--- src/rtl/i2c_arb_pkg.sv ---
// Shared types and defaults for the i2c_arb requester arbiter.
// Optional WAIT watchdog is enabled by defining I2C_ARB_TIMEOUT_EN.
package i2c_arb_pkg;

  typedef enum logic [1:0] {
    StIdle = 2'd0,
    StExec = 2'd1,
    StWait = 2'd2,
    StResp = 2'd3
  } arb_state_e;

  // Index width covers the full legal NUM_REQ range of 2..4.
  localparam int unsigned IdxW = 2;

  localparam logic [19:0] TimeoutCycDefault = 20'd1_000_000;

endpackage

--- src/rtl/i2c_arb_rr_pick.sv ---
// Combinational round-robin winner search: first set req bit at or after rr_ptr, wrapping.
module rr_pick
  import i2c_arb_pkg::*;
#(
  parameter int unsigned NUM_REQ = 2
) (
  input  logic [NUM_REQ-1:0] req,
  input  logic [IdxW-1:0]    rr_ptr,
  output logic [NUM_REQ-1:0] win_oh,
  output logic [IdxW-1:0]    win_idx,
  output logic               win_any
);

  int unsigned        idx;
  logic [NUM_REQ-1:0] sel;

  always_comb begin
    win_oh  = '0;
    win_idx = '0;
    win_any = 1'b0;
    idx     = 0;
    sel     = '0;
    for (int unsigned off = 0; off < NUM_REQ; off++) begin
      idx = (32'(rr_ptr) + off) % NUM_REQ;
      sel = NUM_REQ'(1) << idx;
      if (!win_any && (|(req & sel))) begin
        win_oh  = sel;
        win_idx = IdxW'(idx);
        win_any = 1'b1;
      end
    end
  end

endmodule

--- src/rtl/i2c_arb.sv ---
// Round-robin arbiter sharing one I2C master among NUM_REQ requesters.
// Define I2C_ARB_TIMEOUT_EN to add a WAIT-state watchdog of TIMEOUT_CYC cycles.
module i2c_arb
  import i2c_arb_pkg::*;
#(
  parameter int unsigned NUM_REQ     = 2,
  parameter logic [19:0] TIMEOUT_CYC = TimeoutCycDefault
) (
  input  logic                   clk,
  input  logic                   rst,
  input  logic [NUM_REQ-1:0]     req,
  input  logic [NUM_REQ-1:0]     req_rw,
  input  logic [NUM_REQ-1:0]     req_bit16,
  input  logic [NUM_REQ*8-1:0]   req_slv,
  input  logic [NUM_REQ*16-1:0]  req_addr,
  input  logic [NUM_REQ*8-1:0]   req_wdata,
  output logic [NUM_REQ-1:0]     gnt,
  output logic [NUM_REQ-1:0]     rsp_done,
  output logic [7:0]             rsp_rdata,
  output logic                   rsp_err,
  output logic                   busy,
  output logic                   i2c_exec,
  output logic                   i2c_bit_ctrl,
  output logic                   i2c_rh_wl,
  output logic [7:0]             i2c_slv,
  output logic [15:0]            i2c_addr,
  output logic [7:0]             i2c_wdata,
  input  logic [7:0]             i2c_rdata,
  input  logic                   i2c_done,
  input  logic                   i2c_ack
);

  if (NUM_REQ < 2 || NUM_REQ > 4 || TIMEOUT_CYC == 20'd0) begin : gen_cfg_err
    $error("i2c_arb: NUM_REQ must be 2..4 and TIMEOUT_CYC nonzero");
  end

  arb_state_e         state;
  logic [IdxW-1:0]    rr_ptr;
  logic [IdxW-1:0]    win_idx;
  logic [IdxW-1:0]    ptr_next;
  logic [NUM_REQ-1:0] pick_oh;
  logic [IdxW-1:0]    pick_idx;
  logic               pick_any;

`ifdef I2C_ARB_TIMEOUT_EN
  logic [19:0]        wait_cnt;
`endif

  // Fields padded to four requesters so the 2-bit winner index selects directly.
  logic [3:0]  rw_pad;
  logic [3:0]  b16_pad;
  logic [31:0] slv_pad;
  logic [31:0] wdata_pad;
  logic [63:0] addr_pad;

  assign rw_pad    = 4'(req_rw);
  assign b16_pad   = 4'(req_bit16);
  assign slv_pad   = 32'(req_slv);
  assign wdata_pad = 32'(req_wdata);
  assign addr_pad  = 64'(req_addr);

  assign ptr_next = (32'(win_idx) == NUM_REQ - 1) ? '0 : win_idx + 1'b1;

  rr_pick #(
    .NUM_REQ(NUM_REQ)
  ) u_rr_pick (
    .req    (req),
    .rr_ptr (rr_ptr),
    .win_oh (pick_oh),
    .win_idx(pick_idx),
    .win_any(pick_any)
  );

  always_ff @(posedge clk or posedge rst) begin
    if (rst) begin
      state        <= StIdle;
      rr_ptr       <= '0;
      win_idx      <= '0;
      gnt          <= '0;
      rsp_done     <= '0;
      rsp_rdata    <= '0;
      rsp_err      <= 1'b0;
      busy         <= 1'b0;
      i2c_exec     <= 1'b0;
      i2c_bit_ctrl <= 1'b0;
      i2c_rh_wl    <= 1'b0;
      i2c_slv      <= '0;
      i2c_addr     <= '0;
      i2c_wdata    <= '0;
`ifdef I2C_ARB_TIMEOUT_EN
      wait_cnt     <= '0;
`endif
    end else begin
      case (state)
        StIdle: begin
          if (pick_any) begin
            state        <= StExec;
            busy         <= 1'b1;
            gnt          <= pick_oh;
            win_idx      <= pick_idx;
            i2c_bit_ctrl <= b16_pad[pick_idx];
            i2c_rh_wl    <= rw_pad[pick_idx];
            i2c_slv      <= slv_pad[{pick_idx, 3'b000} +: 8];
            i2c_addr     <= addr_pad[{pick_idx, 4'b0000} +: 16];
            i2c_wdata    <= wdata_pad[{pick_idx, 3'b000} +: 8];
          end
        end
        StExec: begin
          i2c_exec <= 1'b1;
          state    <= StWait;
`ifdef I2C_ARB_TIMEOUT_EN
          wait_cnt <= '0;
`endif
        end
        StWait: begin
          i2c_exec <= 1'b0;
          if (i2c_done) begin
            rsp_rdata <= i2c_rdata;
            rsp_err   <= i2c_ack;
            rsp_done  <= gnt;
            state     <= StResp;
          end
`ifdef I2C_ARB_TIMEOUT_EN
          else if (wait_cnt == TIMEOUT_CYC - 20'd1) begin
            rsp_rdata <= 8'h00;
            rsp_err   <= 1'b1;
            rsp_done  <= gnt;
            state     <= StResp;
          end else begin
            wait_cnt <= wait_cnt + 20'd1;
          end
`endif
        end
        StResp: begin
          rsp_done <= '0;
          gnt      <= '0;
          rr_ptr   <= ptr_next;
          busy     <= 1'b0;
          state    <= StIdle;
        end
        default: state <= StIdle;
      endcase
    end
  end

endmodule

--- config.mk ---
export PLATFORM = sky130hd
export DESIGN_NAME = i2c_arb
export DESIGN_NICKNAME = d
export VERILOG_FILES = /design/src/rtl/i2c_arb_pkg.sv /design/src/rtl/i2c_arb_rr_pick.sv /design/src/rtl/i2c_arb.sv
export SDC_FILE = /design/constraint.sdc
export NUM_CORES = 1
export LEC_CHECK = 0
export CORE_ASPECT_RATIO = 1.25
export CORE_MARGIN = 4
export CORE_UTILIZATION = 35
export DETAILED_ROUTE_END_ITERATION = 8
export PLACE_DENSITY = 0.74
export SLEW_MARGIN = 25
export SYNTH_ARGS = -nofsm -noshare
export SYNTH_HDL_FRONTEND = slang
export SYNTH_SLANG_ARGS = --single-unit
export TNS_END_PERCENT = 5
--- constraint.sdc ---
create_clock -name clk -period 2 [get_ports clk]
set_clock_uncertainty 0.1 [all_clocks]
set_input_delay 0.4 -clock clk [delete_from_list [all_inputs] [get_ports clk]]
set_output_delay 0.4 -clock clk [all_outputs]
set_load 0.1 [all_outputs]
Word level (Yosys, flattened, before mapping). Cells that the tools add are included.

$add $sub $neg: 2. Multiply operators: 0. Divide/modulo/power cells: 0. $lt $le $gt $ge: 1. Equality and inequality tests: 6. Shift operators: 5. Multiplexer cells: 21. Bitwise gates (word level): 2. Reductions and logical operators: 13.

Operator list (number): $shiftx 32x5->8 (2); $shiftx 64x6->16 (1); $mux 2 (6); $reduce_and 2->1 (5); $mux 1 (8); $pmux 2 s2 (2); $pmux 2 s4 (1); $reduce_bool 2->1 (3); $and 2x2->2 (2); $bmux 1 s2 (2); $eq 2x2->1 const B (2); $ne 2x2->1 const B (2); $pmux 1 s2 (2); $reduce_or 2->1 (2); $shl 1x1->2 const A (2); $lt 1x3->1 const B (1); $add 1x1->1 const B (2); $eq 2x1->1 const B (1); $logic_not 2->1 (1); $eq 1x1->1 const B (1); $logic_and 1x1->1 (1); $logic_not 1->1 (1).

Register bits: 53. Latch bits: 0. Bits in writable memories: 0. Memory bits (read-only): 0. Input port bits: 82. Output and inout bits: 49. Logic and storage cells: 64. Memories kept: 0.

Longest topological paths before layout.
Word-level depth: 9. Mapped depth: 7. Gate-level depth less buffers: 5.

Hierarchy. Synthesis repeated with hierarchy kept, for this count alone.

Cell total of the unflattened synthesis: 225. Area total of the unflattened synthesis: 2547.4 um2.

Modules (own cells, without submodules): i2c_arb (times used 1, cells an instance 218, area each 2503.7 um2, sequential area each 1376.3 um2); rr_pick (times used 1, cells an instance 7, area each 43.8 um2, sequential area each 0.0 um2).

Worst setup path after synthesis. No wires, ideal clock.

Kind: register -> register. Start: register state[0]. End: register state[1]. Library setup time: 125 ps. Arrival time: 1345 ps. Required time: 1775 ps. Setup slack: 430 ps. Cell stages (with the launch flop): 6. Path buffers: 0. Clock period less this slack: 1570 ps. Cell sequence: dfrtp_1 > inv_1 > ha_1 > nor3b_2 > nor2_2 > mux2_4.

Word-level cells in the longest chain between the ends: 3. Elaborated cells between the ends (all ways): 8. Those cells by class: eq/ne: 5; mux: 1; reduce/logical: 2.

RTL lines: start: declaration (RTL line i2c_arb.sv:37) `arb_state_e state;`; start signal: assignment (RTL line i2c_arb.sv:76) `state <= StIdle;`; start signal: assignment (RTL line i2c_arb.sv:97) `state <= StExec;`; start signal: assignment (RTL line i2c_arb.sv:110) `state <= StWait;`; $eq 2x2->1 / $logic_not 2->1 (equally long branches) (RTL line i2c_arb.sv:94) `case (state)`; $ne 2x2->1 (no source line); $reduce_and 2->1 (no source line).

Parallel ways exist; a longest one is shown, timed or not. A chain may end at the register's enable or synchronous reset.

Worst setup path after layout. Same ends and word-level chain as after synthesis.

==> results.ini <==
[clock_tree]
htreeDepth = 2
clock_latency_ns = 0.29
cts_resized = 0
clk_pin_slew_ns = 0.09
cts_sinks = 53
cts_tree = built
numCtsBuffers = 5
root_buffer = clkbuf_8
cts_hold_buf = 0
ctsLongestPathBuffers = 2
post_cts_buffers = 0

[detailed_routing]
avgViaCountPerCell = 5.098
final_antenna_net_count = 0
first_pass_iters = 4
top_layer_used = met4
wl_um = 7652
routedWlPerCell_um = 15.88
drcViolationCount = 0
wl_met3_um = 495
route.vias.total = 2457
drt_iter0_markers = 86
wl_met2_um = 3998
drt-met1-wl_um = 3006

[worst_setup_path]
critPathRequiredTime_ns = 2.09
worst_ep_arrival_time_ns = 1.77
max_stage_delay_ns = 0.41
cp_top_family = flip-flops
cp_slowest_cell = dfrtp_1
startpoint_type = register
worstSetupPathType = reg2reg
critPathBufInv = 1
endpoint_kind = register
critPathMaxFanout = 6
worstPathCellList = inv_1 -> ha_1 -> nor3b_2 -> nor2_2 -> mux2_4

[synth]
synth.avg_cell_area_um2 = 9.525
yosysTopAreaCell = dfrtp_1
ys_seq_area_share_pct = 52.35
yosysMostFrequentCell = dfrtp_1
yosys-top-cells-area = dfrtp_1 (52%), a31oi_1 (9.1%), nand3_1 (6.9%)
yosysWarnings = 0
ys_types = 30
synthTopCellsByCount = dfrtp_1 (53), nor2_1 (38), a31oi_1 (37)
yosys_register_bits = 53
synth_ff_type = dfrtp_1
synthArstFlopShare_pct = 100.0
netlist_area_um2 = 2534
netlist_instances = 266
yosys.area.top_type_share_pct = 52.35
synth_edf_count = 0
synthesis.nets = 352

[timing]
slew_headroom_pct = 80.57
timing_hold_violations_final = 0
max_freq_mhz = 594.7
final-setup-viol-count = 0
tightest_slew_ns = 0.2915
fin_crit_sh_pct = 84.08
rsz0062_at_grt = no
drv_slew = 0
min_period_ns = 1.682
tns_ns = 0

[global_routing]
first_global_vias = 2554
grt_overflow_total = 0
grt_max_degree = 54
antenna_found_initial = 0
grt_pass1_wl_um = 12450
grt_use_total_pct = 17.73

[final_layout]
drive_gt1_share_pct = 21.68
areaGrowthSynthToFinish_pct = 66.52
n_fill_cell = 611
n_antenna_cell = 0
fin_nets = 478

[placed_design]
dpl.hpwl_um = 5687
gp_congestion = 0.7443
port_buffers = 130

[floorplanning]
fp-row-count = 34
die_h_um = 103.1
fp.dieW_um = 84.10
die-area_um2 = 8673
pin_count = 131
core_um2 = 7019
start_util_pct = 36.10

[worst_hold_path]
min_path_type = in2async

[flow_run]
cap_viol_max_count = 0

[run_status]
outcome = completed

registers in the layout (all words and copies together) (netlist names), 2 cells and up:
signal and flops:
i2c_slv 8, gnt 2, rsp_done 2, state 2
i2c_wdata 8, rsp_rdata 8, i2c_addr 16
metrics by stage:
stage          cells  setup slack [ns]  hold slack (ns)  area, um2  utilization [%]
3_3_place_gp     475            0.1875           0.3532       4133            58.88
2_1_floorplan    266            0.2138           0.3372       2534                -
6_report         482            0.3185           0.3700       4219            60.11
5_1_grt          482            0.2164           0.3997       4219            60.11
3_5_place_dp     475            0.1322           0.3656       4133            58.88
4_1_cts          482            0.3267           0.3781       4219            60.11
area by class of cell:
class / count / area, um2 / share of cell area, %
Clock buffer: 7 / 86.33 / 2.046
Sequential cell: 53 / 1326 / 31.44
Inverter: 6 / 22.52 / 0.5338
Multi-Input combinational cell: 184 / 1052 / 24.94
Timing Repair Buffer: 142 / 1619 / 38.37
Tap cell: 90 / 112.6 / 2.669
final timing paths:
| kind | slack, ns | endpoint | cells after the start | start |
|---|---|---|---|---|
| min in group clk | 0.38 | rr_ptr[0]$_DFFE_PP0P_ | 1 | win_idx[0]$_DFFE_PP0P_ |
| setup / recovery | 0.32 | state[1]$_DFFE_PP0P_ | 5 | state[0]$_DFFE_PP0P_ |
| hold / removal | 0.37 | rsp_err$_DFFE_PP0P_ | 3 | rst |
| max in group asynchronous | 1.19 | i2c_slv[3]$_DFFE_PP0P_ | 3 | rst |
| hold reg to reg | 0.38 | rr_ptr[0]$_DFFE_PP0P_ | 1 | win_idx[0]$_DFFE_PP0P_ |
| setup reg to reg | 0.32 | state[1]$_DFFE_PP0P_ | 5 | state[0]$_DFFE_PP0P_ |
placed cells by master, fill, tap and decap left out, drive strengths merged, types with 6 or more instances in the layout:
master         synthesis  final
clkdlybuf4s50          0     81
buf                   20     61
dfrtp                 53     53
nor2                  39     39
o21ai                 39     39
a31oi                 37     37
nand3                 35     35
mux2                  10     10
nand2                  7      7
clkbuf                 3      7
inv                    6      6
cells by family after synthesis:
kind of cell / share of synthesized area, %
AO/OA/AOI/OAI: 18.32
adder cells (fa/ha/maj): 1.975
buffers and inverters: 6.173
flip-flops: 52.35
multiplexers: 4.988
AND/OR/NAND/NOR: 16.20
worst min-delay path, stage by stage:
cell             delay, ns
clkdlybuf4s50_1       0.42
inv_2                 0.07
buf_12                0.27
per-layer routing:
| layer | GRT usage (%) | up-vias |
|---|---|---|
| met5 | 0 | - |
| li1 | - | 1201 |
| met3 | 4.317 | 12 |
| met1 | 21.02 | 1156 |
| met4 | 5.198 | 0 |
| met2 | 32.02 | 88 |
Power is not shown: default switching activity piles up to over one toggle a cycle in this logic, so the estimate is an artifact.
